===== config.mk =====
export PLATFORM = sky130hd
export DESIGN_NAME = mul4s_dot_acc
export DESIGN_NICKNAME = d
export VERILOG_FILES = /design/src/rtl/mul4s_pkg.sv /design/src/rtl/mul4s_acc_add.sv /design/src/rtl/mul4s_dot_acc.sv
export SDC_FILE = /design/constraint.sdc
export NUM_CORES = 1
export LEC_CHECK = 0
export ABC_AREA = 1
export BUFFER_PORTS_ARGS = -buffer_cell sky130_fd_sc_hd__buf_2
export CAP_MARGIN = 20
export CORE_ASPECT_RATIO = 1.75
export CORE_UTILIZATION = 50
export CTS_CLUSTER_SIZE = 16
export DETAILED_ROUTE_END_ITERATION = 7
export PLACE_DENSITY_LB_ADDON = 0.3
export SYNTH_ARGS = -nofsm -noshare
export SYNTH_HDL_FRONTEND = slang
export SYNTH_HIERARCHICAL = 1
export SYNTH_SLANG_ARGS = --single-unit

===== constraint.sdc =====
create_clock -name clk -period 2.1 [get_ports clk]
set_clock_uncertainty 0.05 [all_clocks]
set_input_delay 0.105 -clock clk [delete_from_list [all_inputs] [get_ports clk]]
set_output_delay 0.105 -clock clk [all_outputs]
set_load 0.005 [all_outputs]

===== src/rtl/mul4s_pkg.sv =====
// mul4s_pkg: shared definitions for the signed dot-product accumulator.
//   PROD_W      width of one signed product from the 4x4 multiplier array
//   dot_state_t accumulate / hold-result states of the dot-product FSM
//   sext_prod   sign-extends a product to 32 bits; callers cast down to ACC_W
package mul4s_pkg;

    localparam int PROD_W = 8;

    typedef enum logic {
        ACC = 1'b0,
        OUT = 1'b1
    } dot_state_t;

    // Widen to 32 bits so one function serves every ACC_W (8..32);
    // the caller narrows with a size cast.
    function automatic logic signed [31:0] sext_prod(input logic signed [PROD_W-1:0] p);
        return 32'(p);
    endfunction

endpackage


===== src/rtl/mul4s_acc_add.sv =====
// mul4s_acc_add: combinational ACC_W-bit add of the running sum and one
// sign-extended product.
//   i_acc   running signed sum
//   i_prod  signed product (PROD_W bits)
//   o_sum   next sum (wrapped, or clamped when MUL4S_ACC_SAT_EN is defined)
//   o_sat   the add clamped (always 0 without MUL4S_ACC_SAT_EN)
// Optional feature macro: MUL4S_ACC_SAT_EN (saturating add).
module mul4s_acc_add
    import mul4s_pkg::*;
#(
    parameter int ACC_W = 12
) (
    input  logic signed [ACC_W-1:0]  i_acc,
    input  logic signed [PROD_W-1:0] i_prod,
    output logic signed [ACC_W-1:0]  o_sum,
    output logic                     o_sat
);

    logic signed [ACC_W-1:0] w_prod;

    assign w_prod = ACC_W'(sext_prod(i_prod));

`ifdef MUL4S_ACC_SAT_EN
    localparam logic signed [ACC_W-1:0] SAT_MAX = {1'b0, {(ACC_W-1){1'b1}}};
    localparam logic signed [ACC_W-1:0] SAT_MIN = {1'b1, {(ACC_W-1){1'b0}}};

    // One guard bit: the two top bits disagree exactly when the true sum
    // left the signed ACC_W range; the guard bit then gives the direction.
    logic [ACC_W:0] w_wide;
    logic           w_ovf;

    assign w_wide = {i_acc[ACC_W-1], i_acc} + {w_prod[ACC_W-1], w_prod};
    assign w_ovf  = w_wide[ACC_W] ^ w_wide[ACC_W-1];
    assign o_sum  = w_ovf ? (w_wide[ACC_W] ? SAT_MIN : SAT_MAX) : w_wide[ACC_W-1:0];
    assign o_sat  = w_ovf;
`else
    assign o_sum = i_acc + w_prod;
    assign o_sat = 1'b0;
`endif

endmodule


===== src/rtl/mul4s_dot_acc.sv =====
// mul4s_dot_acc: accumulates a stream of signed 8-bit products into a signed
// dot-product and emits it after LEN terms or on a term flagged p_last.
//   clk, rst_n        clock, synchronous active-low reset
//   p_valid/p_ready   product handshake; p_data signed product, p_last closes sum
//   r_valid/r_ready   result handshake; r_data sum, r_count terms in sum,
//                     r_sat a clamp happened in this sum
// Optional feature macro: MUL4S_ACC_SAT_EN (saturating accumulation, r_sat).
module mul4s_dot_acc
    import mul4s_pkg::*;
#(
    parameter  int LEN   = 8,
    parameter  int ACC_W = 12,
    localparam int CNT_W = $clog2(LEN + 1)
) (
    input  logic                     clk,
    input  logic                     rst_n,
    input  logic                     p_valid,
    output logic                     p_ready,
    input  logic signed [PROD_W-1:0] p_data,
    input  logic                     p_last,
    output logic                     r_valid,
    input  logic                     r_ready,
    output logic signed [ACC_W-1:0]  r_data,
    output logic [CNT_W-1:0]         r_count,
    output logic                     r_sat
);

    localparam logic [CNT_W-1:0] LAST_CNT = CNT_W'(LEN - 1);

    dot_state_t              r_state;
    logic signed [ACC_W-1:0] r_acc;
    logic [CNT_W-1:0]        r_cnt;
    logic                    r_sat_acc;

    logic                    w_p_acc;
    logic                    w_r_acc;
    logic signed [ACC_W-1:0] w_sum;
    logic                    w_sat;
    logic                    w_sat_sum;

    // In OUT the input side only moves when the held result leaves the same cycle.
    assign p_ready = rst_n & ((r_state == ACC) | r_ready);
    assign w_p_acc = p_valid & p_ready;
    assign w_r_acc = r_valid & r_ready;

    // r_acc is zero whenever the FSM is in OUT, so the same adder yields
    // sext(p_data) for a product that opens the next sum.
    mul4s_acc_add #(
        .ACC_W (ACC_W)
    ) u_add (
        .i_acc  (r_acc),
        .i_prod (p_data),
        .o_sum  (w_sum),
        .o_sat  (w_sat)
    );

    // Sticky per-sum flag; r_sat_acc is cleared whenever a sum closes.
    assign w_sat_sum = r_sat_acc | w_sat;

    always_ff @(posedge clk) begin
        if (!rst_n) begin
            r_state   <= ACC;
            r_acc     <= '0;
            r_cnt     <= '0;
            r_sat_acc <= 1'b0;
            r_valid   <= 1'b0;
            r_data    <= '0;
            r_count   <= '0;
            r_sat     <= 1'b0;
        end else begin
            case (r_state)
                ACC: begin
                    if (w_p_acc) begin
                        if (r_cnt == LAST_CNT || p_last) begin
                            r_data    <= w_sum;
                            r_count   <= r_cnt + 1'b1;
                            r_sat     <= w_sat_sum;
                            r_valid   <= 1'b1;
                            r_acc     <= '0;
                            r_cnt     <= '0;
                            r_sat_acc <= 1'b0;
                            r_state   <= OUT;
                        end else begin
                            r_acc     <= w_sum;
                            r_cnt     <= r_cnt + 1'b1;
                            r_sat_acc <= w_sat_sum;
                        end
                    end
                end
                OUT: begin
                    if (w_r_acc) begin
                        if (w_p_acc && p_last) begin
                            // Single-term sum closes immediately: replace the result.
                            r_data  <= w_sum;
                            r_count <= CNT_W'(1);
                            r_sat   <= w_sat;
                        end else if (w_p_acc) begin
                            r_acc     <= w_sum;
                            r_cnt     <= CNT_W'(1);
                            r_sat_acc <= w_sat;
                            r_valid   <= 1'b0;
                            r_state   <= ACC;
                        end else begin
                            r_valid <= 1'b0;
                            r_state <= ACC;
                        end
                    end
                end
                default: r_state <= ACC;
            endcase
        end
    end

endmodule


==> metrics, run 1 <==
clock network power share=roughly a third; R2R depth=11; Slew Limit Fails=0; DR WL/cell=12.5 µm; Post-DP Area=2530 µm²; PortBufs=31; Seq cells post-synth=36; Hold EP=r_cnt[2]$_SDFFE_PN0P_; critical setup path kind=flop to flop; CP max stage cell=fa_1; Critical Path AT=between 2 and 2.5 ns; status=finished, final reports clean; RePlAce Congestion=between 0.9 and 1; Antenna Cells=0; net switching power of the design=607 µW; met2 Use GR=46.7%; startpoint of the worst hold path=p_last; LEAKAGE=1.47 nW; final setup margin=roughly 0.22 ns; sw frac=around 32%; Bufs and invs on worst path=0; CP Max Fanout=4; count of final setup violators=0; initial core utilization=53.0%; Final Net Count=427; Synth Warn #=6; post-route clock period utilization=slightly below 90%; H-tree depth=2; vias in the first global route=2160; synthesized instance count=372; Critical Path End Type=flop; Top delay family on crit path=simple AND/OR/NAND/NOR gates; Num CTS Buffers=5; FP Rows=32; chip height=92.8 µm; Final Hold Fails=0; sequential share of power=40.8%; worst-path cell chain=ha_1, fa_1, nand2_1, nand3_1, nand3_1, nand2_1, nand2_1, nand2_1, nand3b_1, nand2_1, nor2_1; Detailed Routing Iterations Pass 1=6; critical path's most frequent cell=nand2_1; antenna viol nets, final=0; most frequent cells in the layout=nand2_1, nor2_1, inv_1, dfxtp_1, a21oi_1; Tmin final=about 1.9 ns; hpwl dp=4260 µm; clock buffer depth=2; Fill cells=452; Distinct cells, synth=27; Layout area overhead=12.1%; clock net sink count=36; core area=roughly 4400 µm²; Final Instance Area=around 2600 µm²; Root Driver=clkbuf_8; Total GRT Usage=between 20% and 30%; total vias in the final route=2336; EDFF count, synth=0; dpl ws=0.229 ns; syn nets=between 300 and 400; CP peak stage delay=roughly 0.45 ns; multi-input logic area=1360 µm²; postcts setup bufs=0; Peak VDD IR=0.438 mV; Crit Reg-Reg Endpoint=r_data[8]$_SDFFE_PN0P_; grt met1 use=23.6%; Final Util=59.4%; CP startpoint kind=flop; Residual DRC=0; Post-synth ARST share=0%; Top FF cell, synth=dfxtp_1; DR iter-0 viols=52; Mapped Area=2350 µm²; HP Class=input pin to flop; clk_lat worst skew=between 0.2 and 0.3 ns; die area=5000 µm²; Routed WL=about 5700 µm; TritonCTS clock tree=built; Pint=1.28 mW; pwr/cell area=717 nW/µm²; I/O pin count=32; largest net degree at the start of global routing=34; GR peak layer=met2; fin cells=453; GRT overflow=0; post_cts resized=0; Worst Path Required=2.24 ns; Die Width=53.9 µm; layout cells sized above 1=13.9%; setup TNS=0 ns; clk slew on worst S/H paths=~0.070 ns; reg2reg setup slack=between 0.2 and 0.25 ns; R2R Path Start=r_acc[0]$_SDFFE_PN0P_; Fmax=around 530 MHz; commonest non-fill, non-tap cell in the layout=nand2_1; number of hold buffers added after cts=0; worst hold stages=4; vias per cell=5.16; Post-Syn Area per Cell=6.33 µm²; RSZ-0062 raised after global routing=no; Inst Count DP=445; first-pass GRT wire length=9090 µm; GR Layer Usage met3=3.12%; Seq/Total Area, Yosys=30.6%; max_cap viols=0; Comb pwr share=26.6%; antenna violations before repair=0; FF+latch area=721 µm²
## cells by family (layout without fill, tap and decap cells)
family | Yosys count | after routing | share of synthesized area, %
simple gates | 212 | 212 | 38.2
flops | 36 | 36 | 30.6
fa+ha+maj | 13 | 13 | 7.23
xor+xnor | 7 | 7 | 2.61
buf+inv | 64 | 94 | 11.6
other cells | 1 | 1 | 0.159
compound gates | 39 | 39 | 9.57
## worst register-to-register path, stage by stage (launching register included)
cell      delay, ns
dfxtp_1        0.32
ha_1           0.23
fa_1           0.45
nand2_1        0.10
nand3_1        0.08
nand3_1        0.10
nand2_1        0.06
nand2_1        0.06
nand2_1        0.05
nand3b_1       0.16
nand2_1        0.08
nor2_1         0.04
## power by group through the flow
stage | combinational (mW) | clock, mW | sequential (mW)
finish | 0.503 | 0.618 | 0.771
global route | 0.567 | 0.659 | 0.779
CTS | 0.503 | 0.633 | 0.771
detailed placement | 0.500 | 0 | 0.786
global placement | 0.490 | 0 | 0.785
floorplan | 0.372 | 0 | 0.784
## area by class of cell
class                   count  area share, %
well taps                  51           2.42
repair buffers             37           7.59
clock inverters             3           1.61
flip-flops and latches     36           27.3
inverters                  49           6.97
multi-input cells         272           51.5
clock buffers               5           2.61
## worst max-delay path by stage
stage,start,end,slack [ns],cells after the start
2_1_floorplan,r_acc[0]$_SDFFE_PN0P_,r_data[8]$_SDFFE_PN0P_,0.38,11
3_3_place_gp,r_acc[0]$_SDFFE_PN0P_,r_data[8]$_SDFFE_PN0P_,0.31,11
3_5_place_dp,r_acc[0]$_SDFFE_PN0P_,r_data[8]$_SDFFE_PN0P_,0.23,11
4_1_cts,r_acc[0]$_SDFFE_PN0P_,r_data[8]$_SDFFE_PN0P_,0.22,11
5_1_grt,r_acc[0]$_SDFFE_PN0P_,r_data[8]$_SDFFE_PN0P_,0.1,11
6_report,r_acc[0]$_SDFFE_PN0P_,r_data[8]$_SDFFE_PN0P_,0.22,11
## stage by stage
step                      hold slack, ns  total power, mW
final                             0.0922             1.89
after global routing              0.0949             2.01
after CTS                         0.0932             1.91
after detailed placement           0.395             1.29
after global placement             0.391             1.27
after floorplan                    0.255             1.16
## layer usage
| layer | vias up | share of wire, % |
|---|---|---|
| met4 | 0 | 4.8 |
| met2 | 59 | 54 |
| met3 | 18 | 3.3 |
| li1 | 1210 | - |
| met1 | 1049 | 38 |
| met5 | - | 0 |
## Yosys cell counts (3+ instances only)
| cell | n | area [µm²] |
|---|---|---|
| a21oi_1 | 34 | 170 |
| buf_2 | 6 | 30.0 |
| buf_6 | 3 | 33.8 |
| clkbuf_1 | 3 | 11.3 |
| dfxtp_1 | 36 | 721 |
| ha_1 | 12 | 150 |
| inv_1 | 47 | 176 |
| nand2_1 | 115 | 432 |
| nand3_1 | 18 | 90.1 |
| nand3b_1 | 12 | 90.1 |
| nand4_1 | 4 | 25.0 |
| nor2_1 | 56 | 210 |
| xor2_1 | 6 | 52.6 |
## state kept, by name, indices dropped and copies added, names as in the netlist
name       cells
r_acc         12
r_data        12
r_cnt          4
r_count        4
r_sat          1
r_sat_acc      1
r_state        1
r_valid        1
No activity file was read; power rests on OpenSTA's default activity.
==> run 2, diff against run 1 <==
- BUFFER_PORTS_ARGS: -buffer_cell sky130_fd_sc_hd__buf_2 -> -buffer_cell sky130_fd_sc_hd__buf_4
==> metrics, run 2 (synthesis results as in run 1) <==
Detailed Routing Iterations Pass 1=4; first-pass GRT wire length=between 9000 and 10000 µm; FP Rows=32; Total GRT Usage=24.5%; clk_lat worst skew=between 0.2 and 0.3 ns; TritonCTS clock tree=built; Largest regs=r_acc x12, r_data x12; HP Class=input pin to flop; most frequent cells in the layout=nand2_1, nor2_1, inv_1, buf_4, dfxtp_1; Routed WL=5560 µm; GRT overflow=0; RSZ-0062 raised after global routing=no; Root Driver=clkbuf_8; number of hold buffers added after cts=0; post_cts resized=0; clock buffer depth=2; I/O pin count=32; antenna viol nets, final=0; Tmin final=around 1.9 ns; startpoint of the worst hold path=p_last; DR top layer=met4; routed wl met3=160 µm; vias in the first global route=2151; layout cells sized above 1=between 10% and 20%; CP max stage cell=fa_1; count of final setup violators=0; RePlAce Congestion=0.939; max_cap viols=0; Die Width=53.9 µm; Inst Count DP=445; Fmax=about 530 MHz; fin cells=453; setup TNS=0 ns; critical path's most frequent cell=nand2_1; critical setup path kind=flop to flop; Top delay family on crit path=simple AND/OR/NAND/NOR gates; chip height=92.8 µm; Bufs and invs on worst path=0; R2R Path Start=r_acc[0]$_SDFFE_PN0P_; Peak VDD IR=0.393 mV; hold slack=roughly 0.074 ns; Layout area overhead=14.9%; Critical Path AT=2.02 ns; worst-path cell chain=ha_1, fa_1, nand2_1, nand3_1, nand3_1, nand2_1, nand2_1, nand2_1, nand3b_1, nand2_1, nor2_1; Residual DRC=0; Critical Path End Type=flop; CP startpoint kind=flop; post-route clock period utilization=around nine tenths; die area=5000 µm²; Antenna Cells=0; CP Max Fanout=4; H-tree depth=2; Metal-1 WL=roughly 2200 µm; postcts setup bufs=0; largest net degree at the start of global routing=37; Final Net Count=427; CP peak stage delay=around 0.46 ns; vias per cell=5.01; Final Hold Fails=0; Num CTS Buffers=5; critical path startpoint=r_acc[0]$_SDFFE_PN0P_; core area=4440 µm²; PortBufs=31; pwr/cell area=667 nW/µm²; LEAKAGE=about 1.5 nW; hpwl dp=around 4200 µm; commonest non-fill, non-tap cell in the layout=nand2_1; status=finished, final reports clean; DR iter-0 viols=74; initial core utilization=53.0%; met2 WL=3080 µm; clock net sink count=36; DR WL/cell=12.3 µm; Worst Path Required=2.24 ns; Fill cells=421; antenna violations before repair=0; Slew Limit Fails=0; clk slew on worst S/H paths=0.08 ns; total vias in the final route=2270
## run 2: cell count changes in the layout (fill, tap and decap cells not counted)
cell | before | now
buf_12 | 0 | 1
buf_2 | 31 | 0
buf_4 | 6 | 36
bufinv_16 | 1 | 0
clkinv_2 | 1 | 2
clkinv_4 | 0 | 1
clkinvlp_4 | 1 | 0
## run 2: per-layer routing
layer	vias to the layer above	global-route usage [%]
li1	1208	-
met1	1008	26.3
met2	42	44.7
met3	12	1.81
met4	0	12.1
met5	-	0
## run 2: final timing paths
check	end	depth (start not counted)	slack (ns)
hold / removal	r_cnt[2]$_SDFFE_PN0P_	4	0.07
setup reg to reg	r_data[8]$_SDFFE_PN0P_	11	0.22
setup / recovery	r_data[8]$_SDFFE_PN0P_	11	0.22
hold reg to reg	r_data[2]$_SDFFE_PN0P_	2	0.44
## run 2: worst reg2reg max path: stages, from the launching register on
cell and delay, ns:
dfxtp_1 0.32, ha_1 0.24, fa_1 0.46, nand2_1 0.10
nand3_1 0.09, nand3_1 0.10, nand2_1 0.06, nand2_1 0.06
nand2_1 0.05, nand3b_1 0.14, nand2_1 0.07, nor2_1 0.04
## run 2: final cells by class
cell class | count | area [µm²] | share of cell area [%]
Multi-Input combinational cell | 272 | 1360 | 50.2
Sequential cell | 36 | 721 | 26.6
Timing Repair Buffer | 37 | 290 | 10.7
Inverter | 49 | 184 | 6.80
Clock buffer | 5 | 68.8 | 2.54
Tap cell | 51 | 63.8 | 2.36
Clock inverter | 3 | 18.8 | 0.694
## run 2: power breakdown
group | switching [mW] | internal [mW]
clock | 0.274 | 0.232
combinational | 0.305 | 0.220
sequential | 0.0345 | 0.738
## run 2: per-stage QoR
stage,setup slack [ns],instance area [µm²],utilization [%],total power [mW]
floorplan,0.379,2350,-,1.16
global placement,0.276,2620,58.9,1.31
detailed placement,0.257,2620,58.9,1.31
CTS,0.220,2710,60.9,1.82
global route,0.0464,2710,60.9,1.92
finish,0.216,2710,60.9,1.80
